**src/rtl/pwr_trans_acum_if.sv**
```systemverilog
// Event-in / dump-out bus for the power-transition accumulator bank.
// The master side offers events and drives dump control; the slave side
// is the accumulator itself.
interface pwr_trans_acum_if #(
    parameter int IDX_W = 4,
    parameter int WGT_W = 8,
    parameter int ACC_W = 32
);
    logic             evt_valid;
    logic [IDX_W-1:0] evt_idx;
    logic [WGT_W-1:0] evt_wgt;
    logic             evt_ready;
    logic             clr;
    logic             dump_start;
    logic             dump_clr;
    logic             dump_valid;
    logic             dump_ready;
    logic [IDX_W-1:0] dump_idx;
    logic [ACC_W-1:0] dump_data;
    logic             dump_last;
    logic             busy;
    logic             ovf;
    logic             err_idx;

    modport master (
        output evt_valid, evt_idx, evt_wgt, clr, dump_start, dump_clr, dump_ready,
        input  evt_ready, dump_valid, dump_idx, dump_data, dump_last, busy, ovf, err_idx
    );

    modport slave (
        input  evt_valid, evt_idx, evt_wgt, clr, dump_start, dump_clr, dump_ready,
        output evt_ready, dump_valid, dump_idx, dump_data, dump_last, busy, ovf, err_idx
    );
endinterface

```
**src/rtl/pwr_trans_acum.sv**
```systemverilog
// Power-transition accumulator bank. Events (counter index + weight) are
// buffered in a small FIFO and added into per-index counters while idle;
// a dump streams every counter out with a valid/ready handshake, optionally
// zeroing each one as it is read.
// Optional build macro: PWR_SAT_EN -- counters saturate instead of wrapping.
module pwr_trans_acum #(
    parameter int N_CNTR     = 16,
    parameter int IDX_W      = 4,
    parameter int WGT_W      = 8,
    parameter int ACC_W      = 32,
    parameter int FIFO_DEPTH = 4
) (
    input logic              clk,
    input logic              reset_L,
    pwr_trans_acum_if.slave  bus
);

    localparam int               CNT_W    = (N_CNTR > 1) ? $clog2(N_CNTR) : 1;
    localparam int               PTR_W    = $clog2(FIFO_DEPTH);
    localparam logic [IDX_W:0]   N_LIM    = (IDX_W+1)'(N_CNTR);
    localparam logic [IDX_W-1:0] LAST_IDX = IDX_W'(N_CNTR - 1);
    localparam logic [PTR_W:0]   FULL_CNT = (PTR_W+1)'(FIFO_DEPTH);

    typedef enum logic {IDLE, DUMP} state_t;

    state_t           state, next_state;
    logic [IDX_W-1:0] fifo_idx [FIFO_DEPTH];
    logic [WGT_W-1:0] fifo_wgt [FIFO_DEPTH];
    logic [PTR_W-1:0] wr_ptr, rd_ptr;
    logic [PTR_W:0]   fill;
    logic             full, empty, push, pop;
    logic [ACC_W-1:0] cnt [N_CNTR];
    logic [IDX_W-1:0] ptr;
    logic             dclr;
    logic             ovf, err_idx;
    logic [IDX_W-1:0] pop_idx;
    logic [WGT_W-1:0] pop_wgt;
    logic             pop_bad;
    logic [CNT_W-1:0] pop_sel;
    logic [ACC_W:0]   sum;
    logic             last_word, dump_hs;

    assign full          = (fill == FULL_CNT);
    assign empty         = (fill == '0);
    assign bus.evt_ready = reset_L && !full;
    assign push          = bus.evt_valid && bus.evt_ready;
    // A clear leaves the FIFO untouched, so nothing is popped in that cycle.
    assign pop           = (state == IDLE) && !empty && !bus.clr;
    assign pop_idx       = fifo_idx[rd_ptr];
    assign pop_wgt       = fifo_wgt[rd_ptr];
    assign pop_bad       = ({1'b0, pop_idx} >= N_LIM);
    assign pop_sel       = pop_idx[CNT_W-1:0];
    assign sum           = {1'b0, cnt[pop_sel]} + (ACC_W+1)'(pop_wgt);
    assign last_word     = (ptr == LAST_IDX);
    assign dump_hs       = (state == DUMP) && bus.dump_ready;
    assign bus.ovf       = ovf;
    assign bus.err_idx   = err_idx;

    // FIFO storage; contents are don't-care until the pointers say otherwise.
    always_ff @(posedge clk) begin
        if (push) begin
            fifo_idx[wr_ptr] <= bus.evt_idx;
            fifo_wgt[wr_ptr] <= bus.evt_wgt;
        end
    end

    // FIFO pointers and fill level.
    always_ff @(posedge clk) begin
        if (!reset_L) begin
            wr_ptr <= '0;
            rd_ptr <= '0;
            fill   <= '0;
        end else begin
            if (push) wr_ptr <= wr_ptr + 1'b1;
            if (pop)  rd_ptr <= rd_ptr + 1'b1;
            case ({push, pop})
                2'b10:   fill <= fill + 1'b1;
                2'b01:   fill <= fill - 1'b1;
                default: fill <= fill;
            endcase
        end
    end

    // State register.
    always_ff @(posedge clk) begin
        if (!reset_L) state <= IDLE;
        else          state <= next_state;
    end

    // Next-state and dump output decode; a clear in the same cycle beats a dump start.
    always_comb begin
        next_state     = state;
        bus.dump_valid = 1'b0;
        bus.dump_idx   = '0;
        bus.dump_data  = '0;
        bus.dump_last  = 1'b0;
        bus.busy       = 1'b0;
        case (state)
            IDLE: begin
                if (bus.dump_start && !bus.clr) next_state = DUMP;
            end
            DUMP: begin
                bus.dump_valid = 1'b1;
                bus.dump_idx   = ptr;
                bus.dump_data  = cnt[ptr[CNT_W-1:0]];
                bus.dump_last  = last_word;
                bus.busy       = 1'b1;
                if (bus.dump_ready && last_word) next_state = IDLE;
            end
        endcase
    end

    // Dump pointer and the clear-on-read mode latched at dump start.
    always_ff @(posedge clk) begin
        if (!reset_L) begin
            ptr  <= '0;
            dclr <= 1'b0;
        end else if (state == IDLE) begin
            if (bus.dump_start && !bus.clr) begin
                ptr  <= '0;
                dclr <= bus.dump_clr;
            end
        end else if (dump_hs && !last_word) begin
            ptr <= ptr + 1'b1;
        end
    end

    // Counters and sticky flags: clear, accumulate from the FIFO, or zero on dump.
    always_ff @(posedge clk) begin
        if (!reset_L || (state == IDLE && bus.clr)) begin
            for (int i = 0; i < N_CNTR; i++) cnt[i] <= '0;
            ovf     <= 1'b0;
            err_idx <= 1'b0;
        end else if (pop) begin
            if (pop_bad) begin
                err_idx <= 1'b1;
            end else if (sum[ACC_W]) begin
                ovf <= 1'b1;
`ifdef PWR_SAT_EN
                cnt[pop_sel] <= '1;
`else
                cnt[pop_sel] <= sum[ACC_W-1:0];
`endif
            end else begin
                cnt[pop_sel] <= sum[ACC_W-1:0];
            end
        end else if (dump_hs && dclr) begin
            cnt[ptr[CNT_W-1:0]] <= '0;
        end
    end

endmodule
```
**src/flat_wrapper.sv**
```systemverilog
// flat-port wrapper written by rule: the top's interface ports become plain ports
module pwr_trans_acum_flat 
#(
    parameter int N_CNTR     = 16,
    parameter int IDX_W      = 4,
    parameter int WGT_W      = 8,
    parameter int ACC_W      = 32,
    parameter int FIFO_DEPTH = 4
)
  (clk, reset_L, bus_evt_valid, bus_evt_idx, bus_evt_wgt, bus_clr, bus_dump_start, bus_dump_clr, bus_dump_ready, bus_evt_ready, bus_dump_valid, bus_dump_idx, bus_dump_data, bus_dump_last, bus_busy, bus_ovf, bus_err_idx);
  pwr_trans_acum_if #(.IDX_W(IDX_W), .WGT_W(WGT_W), .ACC_W(ACC_W)) bus_i ();
  input logic clk;
  input logic reset_L;
  input wire logic [$bits(bus_i.evt_valid)-1:0] bus_evt_valid;
  input wire logic [$bits(bus_i.evt_idx)-1:0] bus_evt_idx;
  input wire logic [$bits(bus_i.evt_wgt)-1:0] bus_evt_wgt;
  input wire logic [$bits(bus_i.clr)-1:0] bus_clr;
  input wire logic [$bits(bus_i.dump_start)-1:0] bus_dump_start;
  input wire logic [$bits(bus_i.dump_clr)-1:0] bus_dump_clr;
  input wire logic [$bits(bus_i.dump_ready)-1:0] bus_dump_ready;
  output wire logic [$bits(bus_i.evt_ready)-1:0] bus_evt_ready;
  output wire logic [$bits(bus_i.dump_valid)-1:0] bus_dump_valid;
  output wire logic [$bits(bus_i.dump_idx)-1:0] bus_dump_idx;
  output wire logic [$bits(bus_i.dump_data)-1:0] bus_dump_data;
  output wire logic [$bits(bus_i.dump_last)-1:0] bus_dump_last;
  output wire logic [$bits(bus_i.busy)-1:0] bus_busy;
  output wire logic [$bits(bus_i.ovf)-1:0] bus_ovf;
  output wire logic [$bits(bus_i.err_idx)-1:0] bus_err_idx;
  assign bus_i.evt_valid = bus_evt_valid;
  assign bus_i.evt_idx = bus_evt_idx;
  assign bus_i.evt_wgt = bus_evt_wgt;
  assign bus_i.clr = bus_clr;
  assign bus_i.dump_start = bus_dump_start;
  assign bus_i.dump_clr = bus_dump_clr;
  assign bus_i.dump_ready = bus_dump_ready;
  assign bus_evt_ready = bus_i.evt_ready;
  assign bus_dump_valid = bus_i.dump_valid;
  assign bus_dump_idx = bus_i.dump_idx;
  assign bus_dump_data = bus_i.dump_data;
  assign bus_dump_last = bus_i.dump_last;
  assign bus_busy = bus_i.busy;
  assign bus_ovf = bus_i.ovf;
  assign bus_err_idx = bus_i.err_idx;
  pwr_trans_acum #(.N_CNTR(N_CNTR), .IDX_W(IDX_W), .WGT_W(WGT_W), .ACC_W(ACC_W), .FIFO_DEPTH(FIFO_DEPTH)) u_core (.clk(clk), .reset_L(reset_L), .bus(bus_i));
endmodule
```
**config.mk**
```make
export PLATFORM = sky130hd
export DESIGN_NAME = pwr_trans_acum_flat
export DESIGN_NICKNAME = d
export VERILOG_FILES = /design/src/rtl/pwr_trans_acum_if.sv /design/src/rtl/pwr_trans_acum.sv /design/src/flat_wrapper.sv
export SDC_FILE = /design/constraint.sdc
export NUM_CORES = 1
export LEC_CHECK = 0
export BUFFER_PORTS_ARGS = -buffer_cell sky130_fd_sc_hd__clkbuf_2
export CAP_MARGIN = 20
export CORE_UTILIZATION = 57
export CTS_CLUSTER_DIAMETER = 200
export DETAILED_ROUTE_END_ITERATION = 6
export GPL_ROUTABILITY_DRIVEN = 1
export PLACE_DENSITY = 0.72
export SLEW_MARGIN = 20
export SYNTH_ARGS = -nofsm -noshare
export SYNTH_HDL_FRONTEND = slang
export SYNTH_SLANG_ARGS = --single-unit
```
**constraint.sdc**
```tcl
create_clock -name clk -period 6 [get_ports clk]
set_input_delay 1.2 -clock clk [delete_from_list [all_inputs] [get_ports clk]]
set_output_delay 1.2 -clock clk [all_outputs]
set_load 0.03 [all_outputs]
```
==> results of run 1 <==
==> critical path, delay by kind of cell, from the launching register on <==
kind | cells | cell delay, ns
multiplexers | 4 | 1.66
AND/OR/NAND/NOR | 3 | 1.40
AO/OA/AOI/OAI | 6 | 1.25
adder cells (fa/ha/maj) | 2 | 0.70
flip-flops | 1 | 0.41
buffers and inverters | 1 | 0.06
==> placed cells by master (no fill, tap or decap), types with 50 or more instances in the layout <==
| master | count |
|---|---|
| a21oi_1 | 120 |
| and2_1 | 50 |
| buf_4 | 94 |
| clkbuf_16 | 58 |
| clkbuf_2 | 59 |
| edfxtp_1 | 560 |
| mux2i_1 | 169 |
| mux4_2 | 212 |
| nand2_1 | 141 |
| nor2_1 | 392 |
| nor3_1 | 72 |
==> final timing paths <==
check                                start                               to  cells after the start
setup / recovery                      flop  u_core.cnt[9][26]$_SDFFCE_PN0P_                     16
hold / removal    u_core.dclr$_SDFFE_PN0P_         u_core.dclr$_SDFFE_PN0P_                      2
setup reg to reg                      flop  u_core.cnt[9][26]$_SDFFCE_PN0P_                     16
hold reg to reg   u_core.dclr$_SDFFE_PN0P_         u_core.dclr$_SDFFE_PN0P_                      2
==> through the flow <==
stage               worst slack, ns  hold slack, ns  std cells  total power, W  util (%)
floorplan                    0.0316           0.450       2283         0.00740         -
finish                        0.331           0.495       3030          0.0121      63.7
global placement              0.388           0.466       2919         0.00830      60.0
global route                 0.0603           0.500       3030          0.0125      63.7
detailed placement            0.441           0.476       2919         0.00838      60.0
CTS                           0.304           0.484       3028          0.0120      63.7
==> power groups by stage <==
stage | registers [W] | clock network [W] | logic (W)
global placement | 0.00490 | 0 | 0.00340
global route | 0.00486 | 0.00384 | 0.00375
CTS | 0.00483 | 0.00370 | 0.00347
floorplan | 0.00487 | 0 | 0.00254
finish | 0.00484 | 0.00369 | 0.00356
detailed placement | 0.00492 | 0 | 0.00346
==> cell usage after synthesis (7+ instances only) <==
master,count
edfxtp_1,560
nor2_1,392
mux4_2,213
mux2i_1,169
nand2_1,157
clkbuf_1,129
a21oi_1,121
nor3_1,72
and2_1,50
buf_2,36
nand3_1,33
buf_1,24
dfxtp_1,20
a211oi_1,18
mux2_2,16
o21ai_0,16
ha_1,15
xnor2_1,14
a21oi_2,13
inv_1,13
buf_4,12
nand2b_1,12
o22ai_1,12
xor2_1,12
a31oi_1,11
and3_1,10
nor2b_1,10
a311o_1,8
buf_6,8
nand4_1,8
a221oi_1,7
==> layout make-up <==
type                            count  area, um^2
Sequential cell                   580       17200
Tap cell                          688         861
Inverter                           13        48.8
Clock inverter                     32         339
Timing Repair Buffer              165        1240
Clock buffer                       77        1560
Multi-Input combinational cell   1475       12300
Fill cell                        3894       19200
==> registers in the layout, indices dropped and copies added, names as in the netlist, named ones only <==
name             count
u_core.fill          3
u_core.dclr          1
u_core.wr_ptr        2
u_core.rd_ptr        2
u_core.ptr           4
u_core.bus.ovf       1
u_core.state         1
u_core.cnt         512
u_core.fifo_wgt     32
u_core.fifo_idx     16
==> metal layers <==
layer  global-route usage [%]  vias up  share of wire, %  wire length, um
met3                     7.48      349                13            12000
met2                     54.6     1666                46            43500
met5                        0        -                 0                0
met1                     46.9    10675                35            33400
met4                     19.2        0               5.8             5460
li1                         -     8718                 -                -
==> cells by family (layout without fill, tap and decap cells) <==
kind of cell	after synthesis	in the layout	share of synthesized area [%]
fa+ha+maj	17	17	0.745
mux	399	399	21.9
compound gates	254	254	5.46
simple gates	778	778	11.2
buf+inv	228	287	3.56
flops	580	580	56.3
other cells	1	1	0.0123
xor+xnor	26	26	0.745
==> timing repair <==
action | in CTS | in global routing
buffers inserted | 0 | 2
hold buffers | 0 | 0
resized for setup | 0 | 0
endpoints found under the setup margin | 0 | 20
==> impl_metrics.toml, run 1 <==
[run_status]
status = "complete, but fails checks"
violations_in_the_final_reports = "design-rule violations"

[logic_synthesis]
synth_warnings = 0
ys_top_cells_by_area = "edfxtp_1 (55%), mux4_2 (16%), mux2i_1 (5.5%)"
syn-mean-instance-area_um2 = 13.4
cell_area_after_synthesis_um2 = 30600
number_of_enable_type_register_cells_in_the_synthesized_netlist = 560
synth_fp_nets = 2319
postSynthRegisterBits = 580
synth_cell_type_count = 74
synth_seq_area_share_pct = 56.3
synth_largest_type_area_fraction_pct = 55.0
yosys_most_used_dff = "edfxtp_1"
netlist.top_cell.by_area = "edfxtp_1"
netlist_instances = 2283
synth-async-reset-ratio_pct = 0

[route]
detail_route.drc_violations = 2
wl_um = 94300
first_pass_iters = 7
post_drt_via_cell_ratio = 7.07
detailroute.via_count = 21408
route.antenna.remaining_nets = 0
number_of_drc_markers_after_the_initial_detailed_route_iteration = 3114
post_drt_wl_per_cell_um = 31.1

[floorplanning]
die_height_um = 234
placeableCoreArea_um2 = 52800
num_rows = 84
initial_utilization_pct = 57.9
io-pin-count = 61
horiz_die_dim_um = 234
die_area_um2 = 54600

[worst_hold_path]
min_path_type = "flop to flop"

[sta]
final_period_minus_worst_setup_slack_ns = 5.67
hold_violations = 0
period_share_pct = 94.5
worst_clock_skew_ns = 0.0286
setup-violations-final = 0
actual_transition_at_the_worst_max_transition_pin_ns = 1.08
grt_setup_unrepaired = "no"
drv_slew = 0
fmax_mhz = 176
fin_tns_setup_ns = 0
worst_slew_margin_rel_pct = 27.6

[worst_setup_path]
cp.required_ns = 6.46
timing_worst_setup_path_type = "flop to flop"
highest_net_fanout_along_the_worst_path = 19
critPathCaptureType = "flop"
critical_path.cell_chain = "mux4_4, mux4_2, mux2i_1, mux2i_1, ha_2, inv_1, fa_1, nor2b_1, o21ai_0, a21oi_1, o21a_1, o21ai_0, a22o_1, or3_1, or4_1, a21oi_1"
worstPathArrival_ns = 6.13
critical_path.startpoint_type = "flop"
critical-path-slowest-cell = "mux4_4"
rrSetupSlack_ns = 0.33
slowest_delay_ns = 0.93

[clock_network]
clk_path_buf_depth = 3
cts_tree = "done"
clock_tree.root_cell = "clkbuf_16"
cts-buffers-inserted = 58
cts.sink_count = 580
clk_transition_reported_paths_ns = 0.06
htreeDepth = 2
worst_skew_pair.late_latency_ns = 0.65

[finish]
final_net_count = 2329
antennaDiodeCount = 0
area_growth_syn_to_layout_pct = 9.95
final_area_um2 = 33600
layout-drive-gt1-share_pct = 23.1

[placed_design]
placed_area_um2 = 31700
place.gp.congestion = 0.914
dp_hpwl_um = 56100
io_buffers = 59

[global_route]
grt.total_usage_pct = 35.3
vias_in_the_first_global_route = 21193
globalRoute.totalOverflow = 0
grt_antenna_before_repair = 0
wire_length_of_the_first_global_routing_pass_um = 137000
maximum_number_of_pins_on_one_net_before_global_route_repair = 90

[power_and_ir_drop]
switching_power_w = 0.00417
p_int_w = 0.00792
power.density_nw_per_um2 = 360
power_frac_comb_pct = 29.4
clock_power_share_pct = 30.6
static-leakage-power_nw = 12.1
flop_pwr_share_pct = 40.0
power.switching_fraction_pct = 34.5
vdd_ir_drop_max_v = 0.000272

[run]
cap_viol_max_count = 0
(Power assumes the default switching activity.)
==> inputs of run 2 (changes only) <==
--- a/config.mk
+++ b/config.mk
@@ -5,11 +5,11 @@
 export SDC_FILE = /design/constraint.sdc
 export NUM_CORES = 1
 export LEC_CHECK = 0
-export BUFFER_PORTS_ARGS = -buffer_cell sky130_fd_sc_hd__clkbuf_2
 export CAP_MARGIN = 20
-export CORE_UTILIZATION = 57
+export CORE_UTILIZATION = 58
 export CTS_CLUSTER_DIAMETER = 200
 export DETAILED_ROUTE_END_ITERATION = 6
+export DONT_BUFFER_PORTS = 1
 export GPL_ROUTABILITY_DRIVEN = 1
 export PLACE_DENSITY = 0.72
 export SLEW_MARGIN = 20
==> impl_metrics.toml, run 2 (synthesis gave the netlist of run 1 again) <==
[sta]
hold_violations = 0
worst_clock_skew_ns = 0.0102
fmax_mhz = 180
setup-violations-final = 0
whs_ns = 0.475
grt_setup_unrepaired = "no"
worst_slew_margin_rel_pct = 14.9
actual_transition_at_the_worst_max_transition_pin_ns = 1.27
period_share_pct = 92.7
drv_slew = 0
final_period_minus_worst_setup_slack_ns = 5.56
fin_tns_setup_ns = 0

[clock_network]
cts.sink_count = 580
clk_transition_reported_paths_ns = 0.06
cts_tree = "done"
post-cts-setup-buffer-count = 0
post_cts_resized = 0
htreeDepth = 2
cts-buffers-inserted = 60
clock_tree.root_cell = "clkbuf_16"
worst_skew_pair.late_latency_ns = 0.63
clk_path_buf_depth = 3
postCtsHoldBufs = 0

[floorplanning]
horiz_die_dim_um = 232
placeableCoreArea_um2 = 51700
die_area_um2 = 53600
num_rows = 83
die_height_um = 232
initial_utilization_pct = 59.1
io-pin-count = 61

[route]
post_drt_wl_per_cell_um = 31.3
route.antenna.remaining_nets = 0
post_drt_via_cell_ratio = 7.12
number_of_drc_markers_after_the_initial_detailed_route_iteration = 2793
first_pass_iters = 6
detailroute.via_count = 21153
detail_route.drc_violations = 0
wl_um = 93000

[worst_setup_path]
highest_net_fanout_along_the_worst_path = 27
cp.required_ns = 6.44
critPathCaptureType = "flop"
slowest_delay_ns = 0.83
rrSetupSlack_ns = 0.44
worstPathArrival_ns = 6.00
critical_path.cell_chain = "mux4_4, buf_4, mux4_2, nand2_1, a21oi_1, or2_2, inv_1, fa_1, nor2b_1, o21ai_0, a21oi_1, o21a_1, o21ai_0, a22o_1, or3_1, or4_1, a21oi_1"
timing.critical_path.mode_cell = "a21oi_1"
number_of_cells_on_the_worst_reg_to_reg_path = 17
timing_worst_setup_path_type = "flop to flop"
critical-path-slowest-cell = "or4_1"
critical_path.startpoint_type = "flop"
worst_r2r_endpoint = "u_core.cnt[11][26]$_SDFFCE_PN0P_"

[power_and_ir_drop]
static-leakage-power_nw = 11.9
p_int_w = 0.00804
clock_power_share_pct = 31.1
power.density_nw_per_um2 = 364
switching_power_w = 0.00411
power.switching_fraction_pct = 33.8
vdd_ir_drop_max_v = 0.000308
power_frac_comb_pct = 29.0
flop_pwr_share_pct = 39.8

[global_route]
wire_length_of_the_first_global_routing_pass_um = 135000
grt.total_usage_pct = 35.1
vias_in_the_first_global_route = 20873
grt_antenna_before_repair = 1
globalRoute.totalOverflow = 0
maximum_number_of_pins_on_one_net_before_global_route_repair = 137

[worst_hold_path]
worstHoldPathCells = 2
holdPathEnd = "u_core.dclr$_SDFFE_PN0P_"
worst_hold_start = "u_core.dclr$_SDFFE_PN0P_"
min_path_type = "flop to flop"

[finish]
highest_count_cells_in_the_layout_ignoring_fill_and_taps = "edfxtp_1 (560), nor2_1 (392), mux4_2 (212)"
biggestRegsByFlops = "u_core.cnt: 512 flops, u_core.fifo_wgt: 32 flops, u_core.fifo_idx: 16 flops"
largest_register_ffs = 512
area_growth_syn_to_layout_pct = 9.09
largest-register = "u_core.cnt"
final_net_count = 2275
layout-drive-gt1-share_pct = 21.2
final_common_cell = "edfxtp_1"

[run]
cap_viol_max_count = 0

[run_status]
status = "completed"

[placed_design]
dp_hpwl_um = 55400
place.gp.congestion = 0.915
io_buffers = 0
run 2: through the flow:
| step | power, W | setup WS, ns | utilization (%) | instance area (um^2) | instances |
|---|---|---|---|---|---|
| floorplan | 0.00740 | 0.0316 | - | 30600 | 2283 |
| global placement | 0.00828 | 0.586 | 60.7 | 31400 | 2857 |
| detailed placement | 0.00836 | 0.556 | 60.7 | 31400 | 2857 |
| CTS | 0.0121 | 0.496 | 64.5 | 33300 | 2970 |
| global route | 0.0125 | 0.0818 | 64.5 | 33300 | 2970 |
| finish | 0.0122 | 0.440 | 64.5 | 33300 | 2971 |
run 2: area by class of cell:
cell class / count / area [um^2]
flip-flops and latches: 580 / 17200
well taps: 680 / 851
fillers: 3739 / 18400
multi-input cells: 1475 / 12300
repair buffers: 109 / 931
clock buffers: 68 / 1550
inverters: 13 / 48.8
diodes: 1 / 2.50
clock inverters: 45 / 422
run 2: worst max path at each step:
stage                     cells past startpoint  from                          endpoint
final                                        17  flop  u_core.cnt[11][26]$_SDFFCE_PN0P_
after global routing                         16  flop  u_core.cnt[11][27]$_SDFFCE_PN0P_
after CTS                                    16  flop  u_core.cnt[11][26]$_SDFFCE_PN0P_
after detailed placement                     16  flop  u_core.cnt[11][26]$_SDFFCE_PN0P_
after global placement                       16  flop  u_core.cnt[11][26]$_SDFFCE_PN0P_
after floorplan                              29  flop  u_core.cnt[10][26]$_SDFFCE_PN0P_
run 2: metal layers:
layer,track usage [%],part of all wire (%)
met1,46.3,35
met5,0,0
met4,19.2,5.9
met3,7.00,12
met2,55.1,47
run 2: critical path, delay by kind of cell, from the launching register on:
family / cells / cell delay, ns
AND/OR/NAND/NOR: 5 / 1.57
multiplexers: 2 / 1.09
adder cells (fa/ha/maj): 1 / 0.43
buffers and inverters: 2 / 0.40
AO/OA/AOI/OAI: 7 / 1.47
flip-flops: 1 / 0.40
run 2: power groups by stage:
stage	clock network, W	registers, W	logic [W]
after floorplan	0	0.00487	0.00254
after global placement	0	0.00490	0.00338
after detailed placement	0	0.00492	0.00344
after CTS	0.00379	0.00484	0.00345
after global routing	0.00395	0.00486	0.00372
final	0.00379	0.00484	0.00353
